--- src/rtl/hm_violation_reporter.sv ---
`default_nettype none
// ============================================================================
//  Module      : hm_violation_reporter
//  Description : Watches the deadline unit's violation code. Each new
//                non-zero code becomes an event tagged with the running
//                guest and the current time. Events are queued in a
//                show-ahead FIFO, announced by an acknowledge-handshaked
//                interrupt, and counted in saturating per-guest counters.
//  Ports       : clk, reset            - clock, synchronous active-high reset
//                i_enable              - capture enable
//                i_tdi_error           - violation code (0 = none)
//                i_current_guest/time  - event tag sources
//                i_pop                 - discard FIFO head
//                i_ack                 - interrupt acknowledge
//                i_cnt_sel/i_cnt_clr   - counter readout select / clear
//                i_clear_drop          - clear sticky drop flag
//                o_valid, o_event_*    - FIFO non-empty and head entry
//                o_irq, o_drop, o_cnt  - interrupt, sticky drop, counter
//  Revision    : 1.0 - initial release
// ============================================================================
module hm_violation_reporter #(
    parameter int DEPTH = 4,
    parameter int CNT_W = 8
) (
    input  wire logic             clk,
    input  wire logic             reset,
    input  wire logic             i_enable,
    input  wire logic [2:0]       i_tdi_error,
    input  wire logic [2:0]       i_current_guest,
    input  wire logic [31:0]      i_current_time,
    input  wire logic             i_pop,
    input  wire logic             i_ack,
    input  wire logic [2:0]       i_cnt_sel,
    input  wire logic             i_cnt_clr,
    input  wire logic             i_clear_drop,
    output logic                  o_valid,
    output logic [2:0]            o_event_code,
    output logic [2:0]            o_event_guest,
    output logic [31:0]           o_event_time,
    output logic                  o_irq,
    output logic                  o_drop,
    output logic [CNT_W-1:0]      o_cnt
);

    localparam int                c_aw       = $clog2(DEPTH);
    localparam logic [c_aw:0]     c_depth    = (c_aw+1)'(DEPTH);
    localparam logic [c_aw:0]     c_cnt_one  = (c_aw+1)'(1);
    localparam logic [c_aw-1:0]   c_ptr_one  = c_aw'(1);
    localparam logic [CNT_W-1:0]  c_sat      = {CNT_W{1'b1}};
    localparam logic [CNT_W-1:0]  c_inc      = CNT_W'(1);

    localparam logic [1:0] c_st_idle    = 2'd0;
    localparam logic [1:0] c_st_raise   = 2'd1;
    localparam logic [1:0] c_st_service = 2'd2;

    // ------------------------------------------------------------------
    // Event detection: a code counts once, on the cycle it first appears
    // ------------------------------------------------------------------
    logic [2:0] r_prev_code;
    logic       w_event;

    always_ff @(posedge clk) begin
        if (reset) r_prev_code <= 3'd0;
        else       r_prev_code <= i_tdi_error;
    end

    assign w_event = i_enable && (i_tdi_error != 3'd0) && (i_tdi_error != r_prev_code);

    // ------------------------------------------------------------------
    // Event FIFO
    // ------------------------------------------------------------------
    logic [2:0]      r_code  [DEPTH];
    logic [2:0]      r_guest [DEPTH];
    logic [31:0]     r_time  [DEPTH];
    logic [c_aw-1:0] r_wr_ptr;
    logic [c_aw-1:0] r_rd_ptr;
    logic [c_aw:0]   r_count;
    logic [c_aw:0]   w_count_next;
    logic            r_valid;
    logic            r_drop;
    logic            w_do_pop;
    logic            w_do_push;
    logic            w_drop_evt;

    // A pop on an empty FIFO is ignored; a pop on a full FIFO frees the
    // slot the simultaneous push needs.
    assign w_do_pop   = i_pop && (r_count != '0);
    assign w_do_push  = w_event && ((r_count != c_depth) || w_do_pop);
    assign w_drop_evt = w_event && !w_do_push;

    always_comb begin
        w_count_next = r_count;
        case ({w_do_push, w_do_pop})
            2'b10:   w_count_next = r_count + c_cnt_one;
            2'b01:   w_count_next = r_count - c_cnt_one;
            default: w_count_next = r_count;
        endcase
    end

    always_ff @(posedge clk) begin
        if (reset) begin
            r_wr_ptr <= '0;
            r_rd_ptr <= '0;
            r_count  <= '0;
            r_valid  <= 1'b0;
            for (int i = 0; i < DEPTH; i++) begin
                r_code[i]  <= 3'd0;
                r_guest[i] <= 3'd0;
                r_time[i]  <= 32'd0;
            end
        end else begin
            if (w_do_push) begin
                r_code[r_wr_ptr]  <= i_tdi_error;
                r_guest[r_wr_ptr] <= i_current_guest;
                r_time[r_wr_ptr]  <= i_current_time;
                r_wr_ptr          <= r_wr_ptr + c_ptr_one;
            end
            if (w_do_pop) begin
                r_rd_ptr <= r_rd_ptr + c_ptr_one;
            end
            r_count <= w_count_next;
            r_valid <= (w_count_next != '0);
        end
    end

    // Setting the sticky flag takes priority over clearing it
    always_ff @(posedge clk) begin
        if (reset)             r_drop <= 1'b0;
        else if (w_drop_evt)   r_drop <= 1'b1;
        else if (i_clear_drop) r_drop <= 1'b0;
    end

    assign o_valid       = r_valid;
    assign o_drop        = r_drop;
    assign o_event_code  = r_code[r_rd_ptr];
    assign o_event_guest = r_guest[r_rd_ptr];
    assign o_event_time  = r_time[r_rd_ptr];

    // ------------------------------------------------------------------
    // Per-guest saturating violation counters (dropped events count too)
    // ------------------------------------------------------------------
    logic [CNT_W-1:0] r_cnt [8];

    always_ff @(posedge clk) begin
        for (int g = 0; g < 8; g++) begin
            if (reset) begin
                r_cnt[g] <= '0;
            end else if (i_cnt_clr && (i_cnt_sel == 3'(g))) begin
                // Clear and increment together leaves exactly one count
                r_cnt[g] <= (w_event && (i_current_guest == 3'(g))) ? c_inc : '0;
            end else if (w_event && (i_current_guest == 3'(g)) && (r_cnt[g] != c_sat)) begin
                r_cnt[g] <= r_cnt[g] + c_inc;
            end
        end
    end

    assign o_cnt = r_cnt[i_cnt_sel];

    // ------------------------------------------------------------------
    // Interrupt FSM: one IRQ per burst; SERVICE drains without re-raising
    // ------------------------------------------------------------------
    logic [1:0] r_state;
    logic [1:0] w_state_next;
    logic       r_irq;
    logic       w_irq_next;

    always_ff @(posedge clk) begin
        if (reset) begin
            r_state <= c_st_idle;
            r_irq   <= 1'b0;
        end else begin
            r_state <= w_state_next;
            r_irq   <= w_irq_next;
        end
    end

    always_comb begin
        w_state_next = r_state;
        case (r_state)
            c_st_idle:    if (r_count != '0) w_state_next = c_st_raise;
            c_st_raise:   if (i_ack)         w_state_next = c_st_service;
            c_st_service: if (r_count == '0) w_state_next = c_st_idle;
            default:                         w_state_next = c_st_idle;
        endcase
    end

    // The IRQ flop is loaded with the decode of the next state so that it
    // tracks RAISE exactly while remaining a register output.
    always_comb begin
        w_irq_next = (w_state_next == c_st_raise);
    end

    assign o_irq = r_irq;

endmodule
`default_nettype wire

--- config.mk ---
export PLATFORM = sky130hd
export DESIGN_NAME = hm_violation_reporter
export DESIGN_NICKNAME = d
export VERILOG_FILES = /design/src/rtl/hm_violation_reporter.sv
export SDC_FILE = /design/constraint.sdc
export NUM_CORES = 1
export LEC_CHECK = 0
export ABC_AREA = 1
export CAP_MARGIN = 20
export CORE_MARGIN = 4
export CORE_UTILIZATION = 26
export CTS_BUF_LIST = sky130_fd_sc_hd__clkbuf_8
export CTS_CLUSTER_DIAMETER = 30
export DETAILED_ROUTE_END_ITERATION = 16
export GPL_TIMING_DRIVEN = 0
export REMOVE_ABC_BUFFERS = 1
export SYNTH_ARGS = -nofsm -noshare
export SYNTH_HDL_FRONTEND = slang
export SYNTH_SLANG_ARGS = --single-unit
--- constraint.sdc ---
create_clock -name clk -period 3.4 [get_ports clk]
set_input_delay 0.68 -clock clk [delete_from_list [all_inputs] [get_ports clk]]
set_output_delay 0.68 -clock clk [all_outputs]
set_load 0.03 [all_outputs]
After elaboration in Yosys (flattened, before gate mapping)
Memory sizes are Yosys's and may differ from the RTL's. A register that Yosys moved wholly into a read port is not among the register bits.
Index checks and enable logic that the tools add are counted.
{"block": "totals", "ramBits": 216, "regBits": 15, "inputBits": 48, "n_memories": 4}
{"block": "op_classes", "bitwise": 16, "n_eq_ne": 29, "addsub": 12, "n_reduce_logical": 42, "n_mux": 107}
{"memory": "r_time", "depth": 4, "width": 32, "read_ports": 1, "rd_clocked_by_memory_dff": 1, "wr": 4, "line_no": "74", "source": "logic [31:0] r_time [DEPTH];"}
{"memory": "r_cnt", "depth": 8, "width": 8, "read_ports": 9, "rd_clocked_by_memory_dff": 0, "wr": 8, "line_no": "142", "source": "logic [CNT_W-1:0] r_cnt [8];"}
{"memory": "r_code", "depth": 4, "width": 3, "read_ports": 1, "rd_clocked_by_memory_dff": 1, "wr": 4, "line_no": "72", "source": "logic [2:0] r_code [DEPTH];"}
{"memory": "r_guest", "depth": 4, "width": 3, "read_ports": 1, "rd_clocked_by_memory_dff": 1, "wr": 4, "line_no": "73", "source": "logic [2:0] r_guest [DEPTH];"}
{"operator": "$mux 8", "n": 16}
{"operator": "$mux 1", "n": 74}
{"operator": "$add 8x1->8 const B", "n": 8}
{"operator": "$ne 8x8->1 const B", "n": 8}
{"operator": "$mux 32", "n": 1}
{"operator": "$reduce_or 32->1", "n": 1}
{"operator": "$logic_and 1x1->1", "n": 29}
{"operator": "$eq 3x3->1 const B", "n": 8}
{"operator": "$mux 2", "n": 12}
{"operator": "$or 1x1->1", "n": 16}
{"operator": "$eq 3x2->1 const B", "n": 4}
{"operator": "$logic_not 3->1", "n": 3}
{"operator": "$reduce_bool 3->1", "n": 3}
{"operator": "$eq 2x1->1 const B", "n": 3}
{"operator": "$eq 3x1->1 const B", "n": 2}
{"operator": "$mux 3", "n": 2}
{"operator": "$pmux 2 s3", "n": 1}
{"operator": "$pmux 3 s2", "n": 1}
{"operator": "$reduce_or 3->1", "n": 2}
{"operator": "$add 2x1->2 const B", "n": 2}
{"operator": "$eq 2x2->1 const B", "n": 2}
{"operator": "$add 3x1->3 const B", "n": 1}
{"operator": "$ne 3x3->1", "n": 1}
{"operator": "$ne 3x3->1 const B", "n": 1}
{"operator": "5 further kinds", "n": 5}

Depth between registers and ports, before layout
Gate-level depths: netlist of run 1.
{"block": "logic_depth", "word_depth": 10, "mapped_depth": 14}

Worst setup path after synthesis of run 1
OpenSTA, ideal clock, no wires.
{"block": "synth_path", "path_kind": "input port to flip-flop", "start": "input port i_tdi_error[2]", "end": "memory r_code[0][0], enable pin", "setup_ns": 0.396, "t_arrival_ns": 2.485, "required_time_ns": 3.004, "path_stages": 10, "slack_ns": 0.519, "n_path_buf": 2, "path_cell_list": "inv_2 > a21boi_4 > nand3_2 > inv_2 > nand2_2 > nor2_2 > nand2_1 > buf_4 > buf_6 > nand2_1"}
{"item": "from (decl)", "line_no": "28", "source": "input wire logic [2:0] i_tdi_error,"}
{"item": "to (decl)", "line_no": "72"}

Final worst setup path of run 1
{"block": "layout_path", "start": "input port i_cnt_sel[0]", "end": "output port o_cnt[1]"}
{"block": "layout_via", "elab_chain_cells": 1}
{"item": "from (decl)", "line_no": "33", "source": "input wire logic [2:0] i_cnt_sel,"}
{"item": "$mem_v2 8x8"}
{"item": "to (decl)", "line_no": "42", "source": "output logic [CNT_W-1:0] o_cnt"}
Every way passes these cells.

==> flow_summary.json, run 1 <==
{
  "status": "completed",
  "numCtsBuffers": 67,
  "postRouteAntennaNets": 0,
  "ys_types": 37,
  "period_needed_ns": 3.31,
  "synth_top_area_cell": "edfxtp_1",
  "place_ws_ns": -1.67,
  "endpoint_kind": "output port",
  "gp_congestion": 0.825,
  "antenna_found_initial": 0,
  "post-route-util_pct": 33.9,
  "drtPass1Iterations": 6,
  "p_int_uw": 6350,
  "rr_worst_depth": 11,
  "grt_use_met2_pct": 22.6,
  "ys_async_sr_fraction_pct": 0,
  "min_path_cells": 1,
  "finalHoldViolCount": 0,
  "required_ns": 2.72,
  "synth_top_area_share_pct": 58.4,
  "maxCapViolations": 0,
  "grt-ovfl-total": 0,
  "r2r-start": "r_count[0]$_SDFF_PP0_",
  "setup_ws_ns": 0.0859,
  "crit_type": "in2out",
  "grtUsageMet1_pct": 16.0,
  "start_util_pct": 26.4,
  "fin_hold_ws_ns": 0.444,
  "combPwrFrac_pct": 21.3,
  "final_layout_size_suffix_gt1_share_pct": 13.2,
  "yosys_warnings": 0,
  "n_antenna_cell": 0,
  "power_density_nw_per_um2": 653,
  "p_sw_uw": 2970,
  "grt_pass1_vias": 8866,
  "r2r_end": "r_time[0][7]$_SDFFCE_PN0P_",
  "synth_sequential_area_ratio_pct": 61.4,
  "max_freq_mhz": 302,
  "clk_latency_ns": 0.60,
  "groute.layer.met3.usage_pct": 3.77,
  "critPathMaxFanout": 13,
  "dieHeight_microns": 215,
  "fp.coreArea_sq_um": 42100,
  "synthFlopType": "edfxtp_1",
  "synth.most_common_cell": "nor2_1",
  "cts_max_path_buffers": 3,
  "cts_tree": "built",
  "synth.area.top_cells": "edfxtp_1 (58%), nor2_1 (9.4%), o21ai_0 (3.9%)",
  "finalSetupViolCount": 0,
  "finClkSkew_ns": 0.0338,
  "grt_setup_unrepaired": "no",
  "wl_per_cell_microns": 16.6,
  "htreeDepth": 3,
  "syn-cell-area_sq_um": 11100,
  "rows": 75,
  "root_buffer": "clkbuf_8",
  "p_seq_share_pct": 37.9,
  "hold_buffers": 0,
  "drc": 0,
  "syn2layout_area_growth_pct": 28.6,
  "finalCritPeriodShare_pct": 97.5,
  "finalNetCount": 1327,
  "crit_path_start_kind": "primary input",
  "die_x_microns": 215,
  "slew_headroom_pct": 58.1,
  "crit_arrival_ns": 2.63,
  "clock_sinks": 233,
  "worstHoldPathType": "reg2reg",
  "synth_commonest_cells": "nor2_1 (277), edfxtp_1 (216), nand2_1 (113)",
  "clk_pin_slew_ns": 0.06,
  "grt_pass1_wl_microns": 48300,
  "wl_microns": 30900,
  "track_usage_pct": 13.2,
  "swShare_pct": 31.9,
  "maxSlewViolCount": 0,
  "dpl_cell_area_sq_um": 12700,
  "dr_total_vias": 8757,
  "hpwl_microns": 18900,
  "postSynthAreaPerCell_sq_um": 9.78,
  "ys_ff_latch": 233,
  "design_area_sq_um": 14300,
  "syn_inst": 1136,
  "hp-start": "r_rd_ptr[0]$_SDFFE_PP0N_",
  "portBuffers": 96,
  "busiest_layer": "met2",
  "max_slew.worst_pin.slew_ns": 0.629,
  "drt_iter0_markers": 684,
  "p_clk_share_pct": 40.8,
  "synth-edff-count": 216,
  "p_leak_uw": 0.00562,
  "rrSetupSlack_ns": 0.63,
  "die-area_sq_um": 46100,
  "vdd_drop_max_v": 0.000226,
  "grt_max_degree": 52,
  "routed_via_density": 4.71,
  "pin_count": 97
}
placed cells by master, fill, tap and decap left out, drive strengths merged:
master         instances
dlygate4sd2           11
o211ai                 1
o2111ai                6
buf                   20
a221oi                 4
nand4                  6
nand2                115
and3                   2
nand3                 50
o211a                  1
nor3                  51
clkdlybuf4s50         77
xor2                  28
o22ai                 43
clkdlybuf4s15          2
dlymetal6s2s           3
a21oi                 16
dfxtp                 17
a22oi                  4
fa                     1
ha                     8
a31oi                  4
nand3b                 3
nor2                 290
a21boi                 2
o21ai                 90
edfxtp               216
a32oi                  2
xnor2                  9
inv                  129
clkinv                24
bufinv                 4
clkbuf                75
clkinvlp               8
worst max-delay path by stage:
stage                   startpoint                         end  slack (ns)  depth (start not counted)
floorplan           i_tdi_error[2]  r_code[0][0]$_SDFFCE_PN0P_       -0.81                         10
global placement             reset  r_time[0][1]$_SDFFCE_PN0P_       -5.15                          6
detailed placement           reset  r_time[0][1]$_SDFFCE_PN0P_       -1.67                          9
CTS                   i_cnt_sel[0]                    o_cnt[0]        0.02                          7
global route              register            o_event_time[13]       0.006                          5
finish                i_cnt_sel[0]                    o_cnt[1]        0.09                          8
sequential cells by signal (all words and copies together) (netlist names), named ones only:
signal       cells
r_guest         12
o_drop           1
r_rd_ptr         2
o_valid          1
r_code          12
r_time         128
r_cnt           64
r_count          3
o_irq            1
r_prev_code      3
r_state          2
r_wr_ptr         2
layout make-up:
type,count,area [sq um]
well taps,539,674
repair buffers,116,1260
multi-input cells,736,3690
repair inverters,1,5.00
flip-flops and latches,233,6830
inverters,115,457
fillers,4277,27800
clock buffers,72,991
clock inverters,49,374
critical path, cell delays in order:
cell	delay, ns
clkdlybuf4s50_1	0.62
nand2_2	0.23
inv_1	0.24
nand2_1	0.07
nand2_1	0.10
a21oi_1	0.06
a32oi_1	0.21
clkdlybuf4s15_1	0.41
per-layer routing:
layer,vias to the layer above,part of all wire (%)
li1,4177,-
met4,0,2.8
met1,4230,42
met5,-,0
met2,270,49
met3,80,6.3
cell families (layout without fill, tap and decap cells):
| logic type | count (synthesis) | in the layout | synth area share (%) |
|---|---|---|---|
| buf+inv | 167 | 353 | 5.89 |
| flops | 233 | 233 | 61.4 |
| fa+ha+maj | 9 | 9 | 1.08 |
| simple gates | 517 | 517 | 19.6 |
| xor+xnor | 37 | 37 | 2.92 |
| compound gates | 173 | 173 | 9.03 |
power by group through the flow:
| stage | Clock, uW | Combinational, uW | Sequential, uW |
|---|---|---|---|
| 3_5_place_dp | 0 | 1910 | 3630 |
| 2_1_floorplan | 0 | 1080 | 3570 |
| 5_1_grt | 4060 | 2160 | 3560 |
| 4_1_cts | 3910 | 2010 | 3540 |
| 6_report | 3800 | 1990 | 3540 |
| 3_3_place_gp | 0 | 1870 | 3620 |
stage by stage:
| step | TNS (ns) | std cells | total power, uW |
|---|---|---|---|
| final | 0 | 1861 | 9330 |
| after global routing | 0 | 1861 | 9770 |
| after CTS | 0 | 1857 | 9460 |
| after detailed placement | -228.83 | 1728 | 5540 |
| after global placement | -849.35 | 1719 | 5490 |
| after floorplan | -67.54 | 1084 | 4660 |
timing repair:
item / 4_1_cts / 5_1_grt
pin swaps: 0 / 1
endpoints found under the setup margin: 217 / 38
gates resized for setup: 33 / 19
gates cloned: 1 / 0
buffers inserted: 7 / 4
Note: power is estimated with default switching activity, not from simulation.
==> inputs of run 2 (changes only) <==
- ABC_AREA: 1 -> not set
==> run 2 against run 1 <==
Net effect: core utilization grew 0.17 points; routed wire length shrank 9.2%; die area grew 3.0%; clock power grew 7.9%; non-clock buffer count is the same; first-iteration DRC count shrank 51%; worst hold slack gained 0.031 ns; synthesized area grew 3.1%; clock-buffer cell count shrank 6.
==> flow_summary.json, run 2 <==
{
  "grt_pass1_wl_microns": 43100,
  "final_layout_size_suffix_gt1_share_pct": 20.3,
  "critPathMaxFanout": 22,
  "crit_type": "reg2out",
  "clock_sinks": 233,
  "root_buffer": "clkbuf_8",
  "busiest_layer": "met2",
  "synth_top_area_share_pct": 56.6,
  "drt_iter0_markers": 336,
  "crit_arrival_ns": 2.50,
  "final_cell_mix": "edfxtp_1 (216), and2_1 (158), nor2_1 (73)",
  "synth-edff-count": 216,
  "drc": 0,
  "crit_path_start_kind": "register",
  "postSynthAreaPerCell_sq_um": 13.8,
  "finalCritPeriodShare_pct": 93.6,
  "pin_count": 97,
  "grt_setup_unrepaired": "no",
  "top_register": "r_time",
  "endpoint_kind": "output port",
  "max_freq_mhz": 314,
  "track_usage_pct": 11.7,
  "die_x_microns": 218,
  "numCtsBuffers": 60,
  "clk_pin_slew_ns": 0.06,
  "synth_commonest_cells": "edfxtp_1 (216), and2_1 (158), nor2_1 (74)",
  "nFillCells": 4231,
  "htreeDepth": 2,
  "syn2layout_area_growth_pct": 28.7,
  "dr_total_vias": 7186,
  "synth_sequential_area_ratio_pct": 59.6,
  "synthFlopType": "edfxtp_1",
  "fin_setup_tns_ns": 0,
  "top_regs": "r_time (128), r_cnt (64)",
  "slew_headroom_pct": 39.8,
  "ys_types": 59,
  "grt_pass1_vias": 7445,
  "n_antenna_cell": 0,
  "synth_top_area_cell": "edfxtp_1",
  "grt-ovfl-total": 0,
  "place_ws_ns": -0.689,
  "setup_ws_ns": 0.217,
  "maxSlewViolCount": 0,
  "finClkSkew_ns": 0.0429,
  "routed_via_density": 4.48,
  "p_leak_uw": 0.00534,
  "cts_tree": "built",
  "status": "completed",
  "dpl_cell_area_sq_um": 13300,
  "multi_input_area_sq_um": 4450,
  "grt_use_met2_pct": 19.9,
  "cp_slowest_cell": "dfxtp_2",
  "fp.coreArea_sq_um": 43300,
  "gp_congestion": 0.771,
  "worstHoldPathType": "reg2reg",
  "syn_inst": 831,
  "synth.most_common_cell": "edfxtp_1",
  "vdd_drop_max_v": 0.000371,
  "cts_max_path_buffers": 3,
  "critPathMaxStageDelay_ns": 0.64,
  "portBuffers": 96,
  "period_needed_ns": 3.18,
  "postRouteAntennaNets": 0,
  "syn-cell-area_sq_um": 11500,
  "grtUsageMet1_pct": 14.4,
  "register_area_sq_um": 6830,
  "start_util_pct": 26.5,
  "largest_reg_flops": 128,
  "finalSetupViolCount": 0,
  "finalHoldViolCount": 0,
  "design_area_sq_um": 14700,
  "post-route-util_pct": 34.1,
  "ys_async_sr_fraction_pct": 0,
  "groute.layer.met3.usage_pct": 3.61,
  "required_ns": 2.72,
  "rows": 76,
  "final_common_cell": "edfxtp_1",
  "antenna_found_initial": 1,
  "power_density_nw_per_um2": 641,
  "wl_microns": 28000,
  "grt_max_degree": 41,
  "clk_latency_ns": 0.63,
  "synth.area.top_cells": "edfxtp_1 (57%), mux4_2 (11%), and2_1 (8.6%)",
  "yosys_warnings": 0,
  "hold_buffers": 0,
  "fin_hold_ws_ns": 0.475,
  "ys_ff_latch": 233,
  "hpwl_microns": 18500,
  "finalNetCount": 1027,
  "path_cells": "buf_12 > mux4_2 > clkdlybuf4s50_1",
  "max_slew.worst_pin.slew_ns": 0.902,
  "maxCapViolations": 0,
  "die-area_sq_um": 47500,
  "wl_per_cell_microns": 17.5,
  "dieHeight_microns": 218,
  "drtPass1Iterations": 5
}
## run 2: cell types whose count changed after synthesis, moves of 37 or more
cell and change:
inv_1 -94, o21ai_0 -81, o22ai_1 -38, and2_1 +158, mux4_2 +54, nor2_1 -203, nor3_1 -37, nand2_1 -71
## run 2: path summary, 6_finish.rpt
kind | from | end | slack [ns] | cells after the start
worst min-delay path | r_state[1]$_SDFF_PP0_ | o_irq$_SDFF_PP0_ | 0.48 | 1
worst max-delay path | register | o_event_time[7] | 0.22 | 3
worst max register to register | r_count[0]$_SDFF_PP0_ | r_time[1][2]$_SDFFCE_PN0P_ | 0.73 | 6
worst min register to register | r_state[1]$_SDFF_PP0_ | o_irq$_SDFF_PP0_ | 0.48 | 1
## run 2: what timing repair did
item / 4_1_cts / 5_1_grt
hold endpoints to repair: 0 / 0
endpoints found under the setup margin: 35 / 78
gates cloned: 0 / 0
setup buffers: 1 / 3
resized for setup: 31 / 10
pin swaps: 0 / 1
## run 2: cells by family (layout without fill, tap and decap cells)
| logic type | Yosys count | count (layout) | synth area share [%] |
|---|---|---|---|
| flops | 233 | 233 | 59.6 |
| mux | 66 | 66 | 11.8 |
| buf+inv | 55 | 243 | 2.01 |
| simple gates | 363 | 363 | 17.4 |
| xor+xnor | 55 | 55 | 4.40 |
| fa+ha+maj | 9 | 9 | 1.05 |
| compound gates | 50 | 50 | 3.74 |
## run 2: report_power, final
group          internal [uW]  switching [uW]  total (uW)
registers               3380             151        3540
logic                    809            1010        1820
clock network           2630            1460        4100
## run 2: layout make-up
cell class,count,share of cell area [%]
Clock buffer,66,6.16
Timing Repair Buffer,116,8.49
Multi-Input combinational cell,543,30.1
Sequential cell,233,46.3
Tap cell,585,4.96
Clock inverter,45,3.50
Inverter,16,0.407
## run 2: per-stage QoR
| stage | instances | power [uW] |
|---|---|---|
| after floorplan | 792 | 4690 |
| after CTS | 1600 | 9620 |
| final | 1604 | 9450 |
| after global placement | 1473 | 5430 |
| after detailed placement | 1488 | 5500 |
| after global routing | 1604 | 9890 |
## run 2: routing by layer
metal  part of all wire (%)  wire length, microns  vias to the layer above
met2                     49                 13800                      176
li1                       -                     -                     3374
met4                    2.2                   608                        2
met1                     42                 11800                     3580
met5                  0.068                    19                        -
met3                    6.4                  1790                       54
## run 2: worst max-delay path, delay by kind of cell, from the launching register on
family   cells  cell delay, ns
buf+inv      2            0.88
flops        1            0.64
mux          1            0.32
